### src/rtl/pipeline_stall_controller.sv
// Purpose : stall/flush scheduler for the IF/ID, ID/EX, EX/MEM and MEM/WB pipeline registers.
// Latency : Mealy; the enables act in the same cycle as the hazard. State, countdown and timeout are registered.
// Backpr. : a pending data-memory access (mem_req && !mem_ready) freezes the whole front end until mem_ready.
//
// Ports:
//   clk, reset                  clock; synchronous active-high reset (all outputs 0 while asserted)
//   id_rs1, id_rs2              source registers of the instruction in ID
//   ex_rd, ex_memread           destination register / load flag of the instruction in EX
//   ex_branch_taken             branch or jump resolved taken in EX
//   mem_req, mem_ready          EX/MEM data-memory access request / completion
//   pc_write, ifid_write        PC and IF/ID load enables
//   ifid_flush                  IF/ID clear to NOP
//   idex_write, idex_bubble     ID/EX load enable / load zeroed control
//   exmem_hold, memwb_bubble    EX/MEM hold / MEM/WB load zeroed control
//   mem_timeout_err             sticky: memory access exceeded MEM_TIMEOUT cycles
//   stall_cycles, flush_count   statistics, present only with STALL_STATS_EN defined (else tied to 0)
//
// Build option: define STALL_STATS_EN to instantiate the statistics counters.

module pipeline_stall_controller #(
  parameter int LU_STALL_CYCLES = 1,   // bubbles per load-use hazard, 1..7
  parameter int MEM_TIMEOUT     = 15   // max memory wait cycles, 2..255
) (
  input  logic        clk,
  input  logic        reset,
  input  logic [4:0]  id_rs1,
  input  logic [4:0]  id_rs2,
  input  logic [4:0]  ex_rd,
  input  logic        ex_memread,
  input  logic        ex_branch_taken,
  input  logic        mem_req,
  input  logic        mem_ready,
  output logic        pc_write,
  output logic        ifid_write,
  output logic        ifid_flush,
  output logic        idex_write,
  output logic        idex_bubble,
  output logic        exmem_hold,
  output logic        memwb_bubble,
  output logic        mem_timeout_err,
  output logic [31:0] stall_cycles,
  output logic [15:0] flush_count
);

  localparam logic [1:0] ST_RUN      = 2'd0;
  localparam logic [1:0] ST_LU_STALL = 2'd1;
  localparam logic [1:0] ST_MEM_WAIT = 2'd2;
  localparam logic [1:0] ST_ERR      = 2'd3;

  localparam logic [2:0] LU_RELOAD = 3'(LU_STALL_CYCLES - 1);
  localparam logic [7:0] TMO_LIMIT = 8'(MEM_TIMEOUT);

  logic [1:0] state_q, state_d;
  logic [2:0] cnt_q, cnt_d;
  logic [7:0] tmo_q, tmo_d;
  logic       err_q, err_d;

  logic       mem_stall;
  logic       load_use;
  logic       fe_eval;     // front end decides via branch/load-use rules this cycle
  logic       freeze;      // full pipeline freeze for a pending memory access
  logic       lu_hold;     // load-use bubble outputs
  logic [7:0] tmo_inc;

  assign mem_stall = mem_req && !mem_ready;
  assign load_use  = ex_memread && (ex_rd != 5'd0) && ((ex_rd == id_rs1) || (ex_rd == id_rs2));
  assign tmo_inc   = tmo_q + 8'd1;

  // Next-state logic and front-end decision.
  always_comb begin
    state_d = state_q;
    cnt_d   = cnt_q;
    tmo_d   = tmo_q;
    err_d   = err_q;
    fe_eval = 1'b0;
    freeze  = 1'b0;
    lu_hold = 1'b0;

    case (state_q)
      ST_RUN: begin
        if (mem_stall) begin
          freeze  = 1'b1;
          state_d = ST_MEM_WAIT;
          tmo_d   = 8'd1;   // the freeze cycle itself counts as the first wait cycle
        end else begin
          fe_eval = 1'b1;
        end
      end
      ST_LU_STALL: begin
        if (mem_stall) begin
          // The memory freeze outlasts any remaining bubbles, so the countdown is dropped.
          freeze  = 1'b1;
          state_d = ST_MEM_WAIT;
          tmo_d   = 8'd1;
          cnt_d   = 3'd0;
        end else begin
          lu_hold = 1'b1;
          if (cnt_q <= 3'd1) begin
            cnt_d   = 3'd0;
            state_d = ST_RUN;
          end else begin
            cnt_d = cnt_q - 3'd1;
          end
        end
      end
      ST_MEM_WAIT: begin
        if (!mem_ready) begin
          freeze = 1'b1;
          tmo_d  = tmo_inc;
          if (tmo_inc >= TMO_LIMIT) begin
            err_d   = 1'b1;
            state_d = ST_ERR;
          end
        end else begin
          // Release cycle: back end runs again, front end follows the branch/load-use rules.
          tmo_d   = 8'd0;
          state_d = ST_RUN;
          fe_eval = 1'b1;
        end
      end
      default: begin
        freeze = 1'b1;   // ST_ERR: stuck until reset
      end
    endcase

    // A taken branch flushes the ID instruction, so a simultaneous load-use is moot.
    if (fe_eval && !ex_branch_taken && load_use) begin
      lu_hold = 1'b1;
      if (LU_STALL_CYCLES > 1) begin
        state_d = ST_LU_STALL;
        cnt_d   = LU_RELOAD;
      end
    end
  end

  // Output decode; everything is forced low while reset is held.
  always_comb begin
    pc_write     = 1'b1;
    ifid_write   = 1'b1;
    ifid_flush   = 1'b0;
    idex_write   = 1'b1;
    idex_bubble  = 1'b0;
    exmem_hold   = 1'b0;
    memwb_bubble = 1'b0;

    if (reset) begin
      pc_write   = 1'b0;
      ifid_write = 1'b0;
      idex_write = 1'b0;
    end else if (freeze) begin
      pc_write     = 1'b0;
      ifid_write   = 1'b0;
      idex_write   = 1'b0;
      exmem_hold   = 1'b1;
      memwb_bubble = 1'b1;
    end else if (fe_eval && ex_branch_taken) begin
      ifid_flush  = 1'b1;
      idex_bubble = 1'b1;
    end else if (lu_hold) begin
      pc_write    = 1'b0;
      ifid_write  = 1'b0;
      idex_bubble = 1'b1;
    end
  end

  assign mem_timeout_err = err_q & ~reset;

  always_ff @(posedge clk) begin
    if (reset) begin
      state_q <= ST_RUN;
      cnt_q   <= 3'd0;
      tmo_q   <= 8'd0;
      err_q   <= 1'b0;
    end else begin
      state_q <= state_d;
      cnt_q   <= cnt_d;
      tmo_q   <= tmo_d;
      err_q   <= err_d;
    end
  end

`ifdef STALL_STATS_EN
  logic [31:0] stall_q;
  logic [15:0] flush_q;

  always_ff @(posedge clk) begin
    if (reset) begin
      stall_q <= 32'd0;
      flush_q <= 16'd0;
    end else begin
      if (!pc_write && (stall_q != 32'hFFFF_FFFF)) stall_q <= stall_q + 32'd1;
      if (ifid_flush && (flush_q != 16'hFFFF))     flush_q <= flush_q + 16'd1;
    end
  end

  assign stall_cycles = stall_q;
  assign flush_count  = flush_q;
`else
  assign stall_cycles = 32'd0;
  assign flush_count  = 16'd0;
`endif

endmodule

### config.mk
export PLATFORM = sky130hd
export DESIGN_NAME = pipeline_stall_controller
export DESIGN_NICKNAME = d
export VERILOG_FILES = /design/src/rtl/pipeline_stall_controller.sv
export SDC_FILE = /design/constraint.sdc
export NUM_CORES = 1
export LEC_CHECK = 0
export BUFFER_PORTS_ARGS = -buffer_cell sky130_fd_sc_hd__buf_2
export CAP_MARGIN = 30
export CORE_AREA = 2 2 65 67
export DETAILED_ROUTE_END_ITERATION = 7
export DIE_AREA = 0 0 67 69
export PLACE_DENSITY = 0.78
export SLEW_MARGIN = 20
export SYNTH_ARGS = -nofsm -noshare
export SYNTH_HDL_FRONTEND = slang
export SYNTH_SLANG_ARGS = --single-unit
### constraint.sdc
create_clock -name clk -period 1.95 [get_ports clk]
set_input_delay 0.195 -clock clk [delete_from_list [all_inputs] [get_ports clk]]
set_output_delay 0.195 -clock clk [all_outputs]
set_load 0.01 [all_outputs]
**Word-level counts from Yosys, hierarchy flattened**

Cells that the tools add are included.

- Output and inout bits: 56
- Word-level logic and storage cells: 70
- Bits in registers: 14

- Order comparisons: 2
- Equality and inequality tests: 8
- Bitwise logic cells: 3
- Reduce and logical (&&, ||, !) cells: 17
- Multiplexer cells: 34
- $add $sub $neg: 2

Operators with widths:

| kind | number |
|---|---|
| 2-to-1 mux 1 bit | 21 |
| 2-to-1 mux 8 bit | 2 |
| one-hot mux 8 bit (2 select lines) | 1 |
| == test 5 bit | 2 |
| 2-to-1 mux 2 bit | 5 |
| adder 8 x 1 -> 8 bit, second input constant | 1 |
| greater-or-equal comparator 8 x 4 -> 1 bit, second input constant | 1 |
| logical AND 1 bit | 6 |
| 2-to-1 mux 3 bit | 2 |
| != test 3 bit, second input constant | 2 |
| one-hot mux 2 bit (3 select lines) | 1 |
| nonzero test 5 bit | 1 |
| one-hot mux 1 bit (2 select lines) | 2 |
| AND reduction 4 bit | 1 |
| less-or-equal comparator 3 x 1 -> 1 bit, second input constant | 1 |
| AND reduction 3 bit | 1 |
| nonzero test 3 bit | 1 |
| subtractor 3 x 1 -> 3 bit, second input constant | 1 |
| == test 2 x 1 -> 1 bit, second input constant | 1 |
| == test 2 bit, second input constant | 1 |
| logical NOT 1 bit | 2 |
| logical NOT 2 bit | 1 |
| != test 2 x 1 -> 1 bit, second input constant | 1 |
| != test 2 bit, second input constant | 1 |
| 6 further kinds | 7 |

**Depth between registers and ports, before layout**

- Depth after elaboration: 11
- Mapped depth: 10
- Mapped depth without buffers: 8

**Least setup slack after synthesis**

Ideal clock, no wire load.

- Kind: register to register
- Start point: reg tmo_q[0]
- End point: reg state_q[1]
- Required time: 1831 ps
- Arrival time: 1798 ps
- Stages on the path, launching flop included: 8
- Slack: 33 ps
- Clock period less this slack: 1917 ps
- Setup time: 119 ps
- Path through: dfxtp_1 > inv_1 > ha_1 > maj3_1 > a221o_1 > a22oi_2 > a21oi_1 > o221a_1

- Longest elaborated chain between the ends: 4

RTL lines:

| what | line | RTL |
|---|---|---|
| start, declared | 55 | `logic [7:0] tmo_q, tmo_d;` |
| start signal, assigned | 177 | `tmo_q <= tmo_d;` |
| adder 8 x 1 -> 8 bit | 67 | `assign tmo_inc = tmo_q + 8'd1;` |
| greater-or-equal comparator 8 x 4 -> 1 bit | 110 | `if (tmo_inc >= TMO_LIMIT) begin` |
| != test 3 bit (no source line) | n/a |  |
| AND reduction 4 bit (no source line) | n/a |  |
| end signal, assigned | 175 | `state_q <= state_d;` |
| end, declared | 53 | `logic [1:0] state_q, state_d;` |

Every way passes these cells.
A chain may end at the register's enable or synchronous reset.

**Worst setup path in the final report**

- Start point: reg state_q[1]
- End point: out pc_write

- Longest elaborated chain between the ends: 9

RTL lines:

| what | line | RTL |
|---|---|---|
| == test 2 bit / logical NOT 2 bit (equally long branches) | 79 | `case (state_q)` |
| one-hot mux 1 bit (2 select lines) | 79 |  |
| logical AND 1 bit (2 in a row) | 127 | `if (fe_eval && !ex_branch_taken && load_use) begin` |
| 2-to-1 mux 1 bit | 127 |  |
| 2-to-1 mux 1 bit | 159 | `end else if (lu_hold) begin` |
| 2-to-1 mux 1 bit | 156 | `end else if (fe_eval && ex_branch_taken) begin` |
| 2-to-1 mux 1 bit * | 150 | `end else if (freeze) begin` |
| 2-to-1 mux 1 bit * | 146 | `if (reset) begin` |
| end, declared | 33 | `output logic pc_write,` |

Mark *: on every way between the ends. The rest lies on a longest branch, timed or not.

==> impl_metrics.yaml <==
clocking:
  clock_latency_ns: 0.25
  clock_sinks: 14
  cts_max_level: 1
  cts-buffers-inserted: 3
  clk_pin_slew_ns: 0.06
  cts_hold_buf: 0
  cts_tree: "yes"
  ctsLongestPathBuffers: 2
  cts-root-buf: "clkbuf_8"
timing:
  layout_setup_ws_ns: -0.00609
  rsz0062_at_grt: "true"
  tns_ns: -0.0131
  setup_viol: 4
  fmax_mhz: 511
  finalHoldViolCount: 0
  fin_skew_ns: 0.00251
  report.final.slew_viol_count: 0
  period_needed_ns: 1.96
  finalCritPeriodShare_pct: 100
floorplan:
  fp.dieW_um: 67
  coreArea_sq_mm: 0.00391
  pin_count: 77
  die_h_um: 69
  die_area_sq_mm: 0.00462
  fp-row-count: 23
  start_util_pct: 39.0
critical_path:
  critPathTopFamily: "flip-flops"
  end_kind: "primary output"
  worstPathArrival_ns: 1.76
  critPathSlowestCell: "dfxtp_4"
  slowest_delay_ns: 0.38
  start_kind: "flip-flop"
  crit_path_max_fanout: 4
  critical_path_class: "reg2out"
  worstSetupPathDepth: 10
  r2r_slack_ns: 0.05
  cp_cell_sequence: "inv_4 -> ha_4 -> buf_6 -> o21ai_2 -> a21oi_1 -> nor2_1 -> nand2_2 -> inv_2 -> o21a_1 -> buf_2"
  critPathBufInv: 4
  worstPathRequired_ns: 1.75
  rr_worst_depth: 6
logic_synthesis:
  syn_area_sq_mm: 0.00153
  ys_seq_area_share_pct: 18.4
  ys_dominant_reg_cell: "dfxtp_1"
  async_flop_share_pct: 0
  post_synth_inst_count: 199
  synth-edff-count: 0
  synth_warnings: 0
  ys_seq_elements: 14
  ys_types: 46
  syn_avg_cell_area_sq_um: 7.66
status:
  status: "complete, but fails checks"
  violations: "negative setup slack"
power:
  combPwrFrac_pct: 32.2
  seq_power_share_pct: 34.9
  intPower_mw: 0.591
  p_per_area_mw_per_mm2: 491
  ir_drop_v: 0.000460
  clkPwrFrac_pct: 32.9
  p_leak_nw: 0.802
  netSwitchingFraction_pct: 32.2
  p_sw_mw: 0.281
final_layout:
  final_cell_count_no_fill: 288
  nFillCells: 384
  nets: 268
  seqCellArea_sq_um: 293
  syn2layout_area_growth_pct: 16.2
  multiInputGateArea_sq_mm: 0.00105
  diodes: 0
  drive_gt1_share_pct: 31.9
worst_hold_path:
  holdCritPathClass: "in2reg"
  holdPathStages: 2
global_routing:
  grt_max_degree: 17
  antenna_found_initial: 0
  grt_overflow: 0
  track_usage_pct: 13.3
  grt_pass1_wl_um: 4950
  grt_pass1_vias: 1156
detailed_routing:
  drt_iter0_drc: 36
  vias_per_cell: 4.64
  drc_errors: 0
  vias: 1335
  drt-pass1-iter-count: 4
  wl_per_cell_um: 10.9
  final_antenna_net_count: 0
  wirelength_um: 3150
place:
  dp.cells: 276
  port_buffers: 28
  dp_hpwl_um: 2160
  gp_congestion: 0.835
job:
  cap_violations: 0
[synth_stat cells (all sizes together), types with 2 or more instances]
master | n | share of area [%]
buf | 54 | 27
nor2 | 17 | 4.2
a21oi | 14 | 4.6
dfxtp | 14 | 18
o21ai | 12 | 3.9
inv | 10 | 2.5
xnor2 | 10 | 5.7
nand2 | 9 | 2.2
ha | 8 | 6.6
nand3 | 5 | 1.6
and3 | 3 | 1.4
nand2b | 3 | 1.2
or3 | 3 | 1.2
a31oi | 2 | 0.82
clkbuf | 2 | 0.49
nor2b | 2 | 0.82
nor3 | 2 | 0.66
o2111ai | 2 | 1.1
o21ba | 2 | 1.3
or3b | 2 | 1.1
or4 | 2 | 0.98
[cell type report]
cell class,count,area share (%)
Clock buffer,4,3.11
Inverter,10,2.54
Multi-Input combinational cell,166,59.2
Sequential cell,14,16.5
Tap cell,50,3.53
Timing Repair Buffer,44,15.1
[stage by stage]
step	utilization [%]	setup WS (ns)	total power [mW]	hold WS (ns)	area [sq um]
after floorplan	-	0.0331	0.535	0.264	1700
after global placement	39.5	0.00878	0.531	0.465	1550
after detailed placement	39.5	-0.0536	0.534	0.477	1550
after CTS	42.6	0.0112	0.840	0.294	1670
after global routing	45.3	-0.0835	0.922	0.326	1770
final	45.3	-0.00609	0.871	0.299	1770
[layout by cell type, fill, tap and decap left out, types with 6 or more instances in the layout]
cell type	count
dfxtp_1	10
buf_2	28
a21oi_1	13
inv_1	6
conb_1	48
nor2_1	16
xnor2_1	10
o21ai_0	8
buf_4	14
nand2_1	8
[power by group through the flow]
stage	combinational (mW)	clock, mW	sequential [mW]
2_1_floorplan	0.231	0	0.304
3_3_place_gp	0.227	0	0.305
3_5_place_dp	0.229	0	0.305
4_1_cts	0.250	0.293	0.297
5_1_grt	0.309	0.307	0.305
6_report	0.281	0.287	0.304
[per-layer routing]
metal	vias to the layer above	track usage (%)	part of all wire, %
met2	52	23.4	54
met3	5	2.77	5.5
li1	659	-	-
met5	-	0	0
met1	619	15.4	39
met4	0	4.76	1.1
[flip-flops by register name, indices dropped and copies added (netlist names)]
| name | count |
|---|---|
| cnt_q | 3 |
| err_q | 1 |
| state_q | 2 |
| tmo_q | 8 |
[cells by family (layout without fill, tap and decap cells)]
logic type	after synthesis	in the layout	synth area share, %
and+or+nand+nor	54	54	18.8
AOI/OAI and AO/OA	43	43	18.3
DFF	14	14	18.4
xor gates and xnor gates	10	10	5.74
buffers and inverters	66	58	29.9
other	1	48	0.246
adders and majority gates	9	9	7.22
muxes	2	2	1.39
[path summary, 6_finish.rpt]
path | startpoint | endpoint
hold / removal | reset | cnt_q[0]
setup reg to reg | tmo_q[1] | state_q[1]
hold reg to reg | err_q | err_q
setup / recovery | state_q[1] | pc_write
[timing repair]
action | 4_1_cts | 5_1_grt
endpoints found under the setup margin | 8 | 10
gates resized for setup | 13 | 25
pin swaps | 7 | 10
gates cloned | 0 | 0
setup buffers | 6 | 2
Note: power is estimated with default switching activity, not from simulation.
